[src/rtl/score_uart_tx.sv]
// score_uart_tx: serialises {score_p1, score_p2, game_over} as a 5-byte ASCII
// packet "S<hex p1><hex p2><status>\n" on a UART line whenever the inputs
// change. One status packet is sent after every reset release.
// Optional feature: define SCORE_UART_PARITY_EN to insert an even-parity bit
// between data bit 7 and the stop bit (11-bit frame instead of 10-bit).
// Handshake: none. Inputs are level signals sampled every clock; busy is a
// pure status output (high from LOAD to the end of the last stop bit).
// CLK_FREQ/BAUD must be at least 2; the stop bit ends in the NEXT cycle.
module score_uart_tx #(
   parameter int CLK_FREQ = 50000000,
   parameter int BAUD     = 115200
) (
   input  logic       clk,
   input  logic       rst,
   input  logic [3:0] score_p1,
   input  logic [3:0] score_p2,
   input  logic       game_over,
   output logic       uart_tx,
   output logic       busy
);

   localparam int CLKS_PER_BIT = CLK_FREQ / BAUD;
   localparam int CNT_W        = (CLKS_PER_BIT > 1) ? $clog2(CLKS_PER_BIT) : 1;
   localparam logic [CNT_W-1:0] BAUD_LAST = CNT_W'(CLKS_PER_BIT - 1);
   // The stop bit's last cycle is spent in NEXT, so SEND leaves one early.
   localparam logic [CNT_W-1:0] STOP_LAST = CNT_W'(CLKS_PER_BIT - 2);
`ifdef SCORE_UART_PARITY_EN
   localparam logic [3:0] STOP_BIT = 4'd10;
`else
   localparam logic [3:0] STOP_BIT = 4'd9;
`endif

   typedef enum logic [1:0] {
      IDLE = 2'd0,
      LOAD = 2'd1,
      SEND = 2'd2,
      NEXT = 2'd3
   } state_t;

   state_t           state_q, state_d;
   logic [8:0]       snap_q, snap_d;
   logic [4:0][7:0]  pkt_q, pkt_d;
   logic             pending_q, pending_d;
   logic             rst_req_q, rst_req_d;
   logic [2:0]       idx_q, idx_d;
   logic [CNT_W-1:0] baud_q, baud_d;
   logic [3:0]       bit_q, bit_d;
   logic             tx_q, tx_d;

   logic [8:0]       in_w;
   logic             diff_w;
   logic [7:0]       cur_byte;

   function automatic logic [7:0] hex_char(input logic [3:0] v);
      if (v < 4'd10) hex_char = 8'h30 + {4'h0, v};
      else           hex_char = 8'h37 + {4'h0, v};
   endfunction

   // Line level for frame position idx: start, 8 data bits LSB first,
   // optional even parity, then stop.
   function automatic logic frame_bit(input logic [3:0] idx, input logic [7:0] data);
      frame_bit = 1'b1;
      if (idx == 4'd0)       frame_bit = 1'b0;
      else if (idx <= 4'd8)  frame_bit = data[3'(idx - 4'd1)];
`ifdef SCORE_UART_PARITY_EN
      else if (idx == 4'd9)  frame_bit = ^data;
`endif
   endfunction

   assign in_w    = {score_p1, score_p2, game_over};
   assign diff_w  = (in_w != snap_q);
   assign uart_tx = tx_q;
   assign busy    = (state_q != IDLE);

   // Select the byte currently being shifted out.
   always_comb begin
      cur_byte = 8'h0A;
      case (idx_q)
         3'd0:    cur_byte = pkt_q[0];
         3'd1:    cur_byte = pkt_q[1];
         3'd2:    cur_byte = pkt_q[2];
         3'd3:    cur_byte = pkt_q[3];
         default: cur_byte = pkt_q[4];
      endcase
   end

   // Packet FSM, bit engine and pending tracking: next-state logic.
   always_comb begin
      state_d   = state_q;
      snap_d    = snap_q;
      pkt_d     = pkt_q;
      rst_req_d = rst_req_q;
      idx_d     = idx_q;
      baud_d    = baud_q;
      bit_d     = bit_q;
      tx_d      = tx_q;
      // Pending follows the live comparison, so a change that reverts before
      // LOAD leaves nothing to send; the post-reset request is held apart.
      pending_d = diff_w | rst_req_q;

      case (state_q)
         IDLE: begin
            if (pending_q) state_d = LOAD;
         end
         LOAD: begin
            if (diff_w || rst_req_q) begin
               snap_d    = in_w;
               pkt_d[0]  = 8'h53;
               pkt_d[1]  = hex_char(score_p1);
               pkt_d[2]  = hex_char(score_p2);
               pkt_d[3]  = game_over ? 8'h47 : 8'h2D;
               pkt_d[4]  = 8'h0A;
               rst_req_d = 1'b0;
               pending_d = 1'b0;
               idx_d     = 3'd0;
               baud_d    = '0;
               bit_d     = 4'd0;
               tx_d      = 1'b0;
               state_d   = SEND;
            end else begin
               // Inputs returned to the snapshot: the request is stale.
               state_d = IDLE;
            end
         end
         SEND: begin
            if (bit_q == STOP_BIT) begin
               if (baud_q == STOP_LAST) begin
                  baud_d  = '0;
                  state_d = NEXT;
               end else begin
                  baud_d = baud_q + CNT_W'(1);
               end
            end else if (baud_q == BAUD_LAST) begin
               baud_d = '0;
               bit_d  = bit_q + 4'd1;
               tx_d   = frame_bit(bit_q + 4'd1, cur_byte);
            end else begin
               baud_d = baud_q + CNT_W'(1);
            end
         end
         NEXT: begin
            baud_d = '0;
            bit_d  = 4'd0;
            if (idx_q == 3'd4) begin
               state_d = IDLE;
            end else begin
               idx_d   = idx_q + 3'd1;
               tx_d    = 1'b0;
               state_d = SEND;
            end
         end
         default: state_d = IDLE;
      endcase
   end

   // State registers; reset forces the line high and requests a status packet.
   always_ff @(posedge clk or posedge rst) begin
      if (rst) begin
         state_q   <= IDLE;
         snap_q    <= '0;
         pkt_q     <= '0;
         pending_q <= 1'b1;
         rst_req_q <= 1'b1;
         idx_q     <= '0;
         baud_q    <= '0;
         bit_q     <= '0;
         tx_q      <= 1'b1;
      end else begin
         state_q   <= state_d;
         snap_q    <= snap_d;
         pkt_q     <= pkt_d;
         pending_q <= pending_d;
         rst_req_q <= rst_req_d;
         idx_q     <= idx_d;
         baud_q    <= baud_d;
         bit_q     <= bit_d;
         tx_q      <= tx_d;
      end
   end

endmodule

[config.mk]
export PLATFORM = sky130hd
export DESIGN_NAME = score_uart_tx
export DESIGN_NICKNAME = d
export VERILOG_FILES = /design/src/rtl/score_uart_tx.sv
export SDC_FILE = /design/constraint.sdc
export NUM_CORES = 1
export LEC_CHECK = 0
export ABC_AREA = 1
export ABC_CLOCK_PERIOD_IN_PS = 1620
export BUFFER_PORTS_ARGS = -buffer_cell sky130_fd_sc_hd__buf_2
export CAP_MARGIN = 10
export CORE_UTILIZATION = 40
export CTS_CLUSTER_SIZE = 14
export DETAILED_ROUTE_END_ITERATION = 7
export HOLD_SLACK_MARGIN = 0.12
export PLACE_DENSITY = 0.7
export SLEW_MARGIN = 20
export SYNTH_ARGS = -nofsm -noshare
export SYNTH_HDL_FRONTEND = slang
export SYNTH_SLANG_ARGS = --single-unit
[constraint.sdc]
create_clock -name clk -period 1.62 [get_ports clk]
set_clock_uncertainty 0.1 [all_clocks]
set_input_delay 0.324 -clock clk [delete_from_list [all_inputs] [get_ports clk]]
set_output_delay 0.324 -clock clk [all_outputs]
set_load 0.005 [all_outputs]
==> impl_metrics.ini <==
[route]
drc = 0
wire_per_inst_um = 12.31
drtPass1Iterations = 6
drt_wl_total_um = 5823
via_count = 2313
vias_per_cell = 4.890
detail-route-antenna-nets = 0
drt_iter0_drc = 122

[synth]
ys_seq_area_frac = 0.4226
syn_area_per_cell_um2 = 7.875
synth_top_family_by_area = simple AND/OR/NAND/NOR gates
synthFlopType = dfrtp_1
synth-adder-area-share = 0.05952
syn-num-nets = 371
synth-edff-count = 0
synth_mux_area_frac = 0
synth-simple-area-share = 0.2779
synth_compound_gate_area_share = 0.1186
syn-instance-count = 347
synth_warnings = 0
async_flop_share = 1.000
synth_seq_cells = 46
synthesis.area_um2 = 2733
synth.distinct_cells = 30
post_synth_xor_area_fraction = 0.04167

[global_routing]
antenna_found_initial = 0
use_met3 = 0.02950
gr-total-overflow = 0
grt_pass1_wl_um = 9791
use_met1 = 0.2306
top_usage_layer = met2
grt_start_max_net_pins = 47
grt.met2_usage = 0.2816
track_usage = 0.1713
grt_pass1_vias = 2200

[cts]
cts.clk_slew.worst_paths_ps = 80
ctsHtreeMaxLevel = 2
clock_latency_ps = 300
ctsRootBufferMaster = clkbuf_8
cts_num_sinks = 46
cts_buffers = 5
cts_tree = built
clockBufferDepth = 2

[timing]
period_needed_ps = 1611
rsz0062_at_grt = yes
fin_crit_sh = 0.9942
tightest_slew_ps = 448.7
maxSlewHeadroom = 0.7005
finalHoldViolCount = 0
fmax_ghz = 0.6209
setup_slack_ps = 9.413
setup_violations = 0
slew_viol_final = 0

[power_and_ir_drop]
peakVddDrop_mv = 0.3239
power_density_nw_per_um2 = 616.2
leakage_nw = 1.673
p_total_mw = 2.156

[layout]
antenna_cells = 0
drive_above_1_share = 0.3258
nNetsFinal = 420
mostFrequentLayoutCells = nand2_1, dfrtp_1, inv_1, buf_4, nand3_1
layout_commonest_cell = nand2_1
layout.cells.non_filler = 473
area_growth_pct = 28.07
fin_area_um2 = 3500

[setup_path]
crit_arrival_ps = 1740
cp.required_ps = 1750
cp_max_fo = 5
cp-start-kind = register
crit_path_end_kind = register
critical_path_class = register to register

[placed_design]
placed_area_um2 = 3109
hpwlAfterDp_um = 4190
place_inst = 458
post-place-ws_ps = -91.61
gp_congestion = 0.8363
port-buffer-count = 12

[floorplan]
die_height_um = 84.66
start_util = 0.4231
die_w_um = 84.66
core-area_um2 = 6459
rows = 29
num_io_pins = 13
dieArea_um2 = 7166

[min_path]
hold_path.class = primary input to register

[outcome]
outcome = complete, no violations

[flow_run]
maxCapViolations = 0
-- logic make-up after synthesis --
family | after synthesis
xor+xnor | 13
fa+ha+maj | 13
flops | 46
simple gates | 172
compound gates | 54
buf+inv | 49
-- synth_stat cells, drive strengths merged (5+ instances only) --
cell type,count,share of area
nand2,110,0.16
nor2,18,0.027
buf,7,0.022
ha,13,0.060
inv,42,0.058
nand3,31,0.060
nand4,5,0.011
xnor2,6,0.019
o21ai,36,0.078
or2,5,0.011
xor2,7,0.022
dfrtp,43,0.39
a21oi,11,0.023
-- through the flow --
stage            util  hold slack (ps)  TNS, ps
4_1_cts        0.5035            185.5   -11.93
5_1_grt        0.5418            191.0    -2141
6_report       0.5418            185.5        0
3_5_place_dp   0.4814            277.0   -114.3
3_3_place_gp   0.4814            277.9   -76.11
2_1_floorplan       -            317.1        0
-- report_power, final --
group / total, mW / internal (mW) / switching (mW)
clock: 0.873 / 0.494 / 0.379
combinational: 0.135 / 0.0523 / 0.0831
sequential: 1.15 / 1.15 / 0
total: 2.16 / 1.69 / 0.463
-- path summary, 6_finish.rpt --
kind                            slack [ps]        end       from  depth (start not counted)
worst max-delay path                     9    uart_tx   bit_q[0]                          8
worst min-delay path                   190  pkt_q[29]  game_over                          3
worst max register to register           9    uart_tx   bit_q[0]                          8
worst min register to register         360  rst_req_q  rst_req_q                          2
max in group asynchronous              640    uart_tx        rst                          4
min in group asynchronous              490  snap_q[6]        rst                          4
-- worst max-delay path: stages, from the launching register on --
cell and delay [ps]:
dfrtp_2 450, ha_4 270, or2_2 270, o211ai_1 100
nand3_1 100, nand3_1 80, nand3_1 70, nand3_1 70
nand2_1 50
-- what timing repair did --
item | 4_1_cts | 5_1_grt
endpoints found under the hold margin | 43 | 0
pin swaps | 0 | 8
setup endpoints to repair | 2 | 44
gates cloned | 0 | 2
setup buffers | 1 | 4
hold buffers | 1 | 0
resized for setup | 6 | 55
-- area by class of cell --
| class | count | area (µm²) |
|---|---|---|
| Clock buffer | 6 | 82.58 |
| Clock inverter | 1 | 30.03 |
| Fill cell | 584 | 2959 |
| Inverter | 42 | 157.7 |
| Multi-Input combinational cell | 252 | 1549 |
| Sequential cell | 46 | 1159 |
| Tap cell | 77 | 96.34 |
| Timing Repair Buffer | 49 | 425.4 |
-- state kept, by name, indices dropped and copies added (netlist names) --
register and count:
pkt_q 16, baud_q 9, snap_q 9, bit_q 4
idx_q 3, state_q 2, pending_q 1, rst_req_q 1
uart_tx 1
-- layer usage --
metal / wire (µm) / up-vias
li1: - / 1208
met1: 2866 / 1078
met2: 2785 / 23
met3: 115 / 4
met4: 55 / 0
met5: 0 / -
Note: power is estimated with default switching activity, not from simulation.
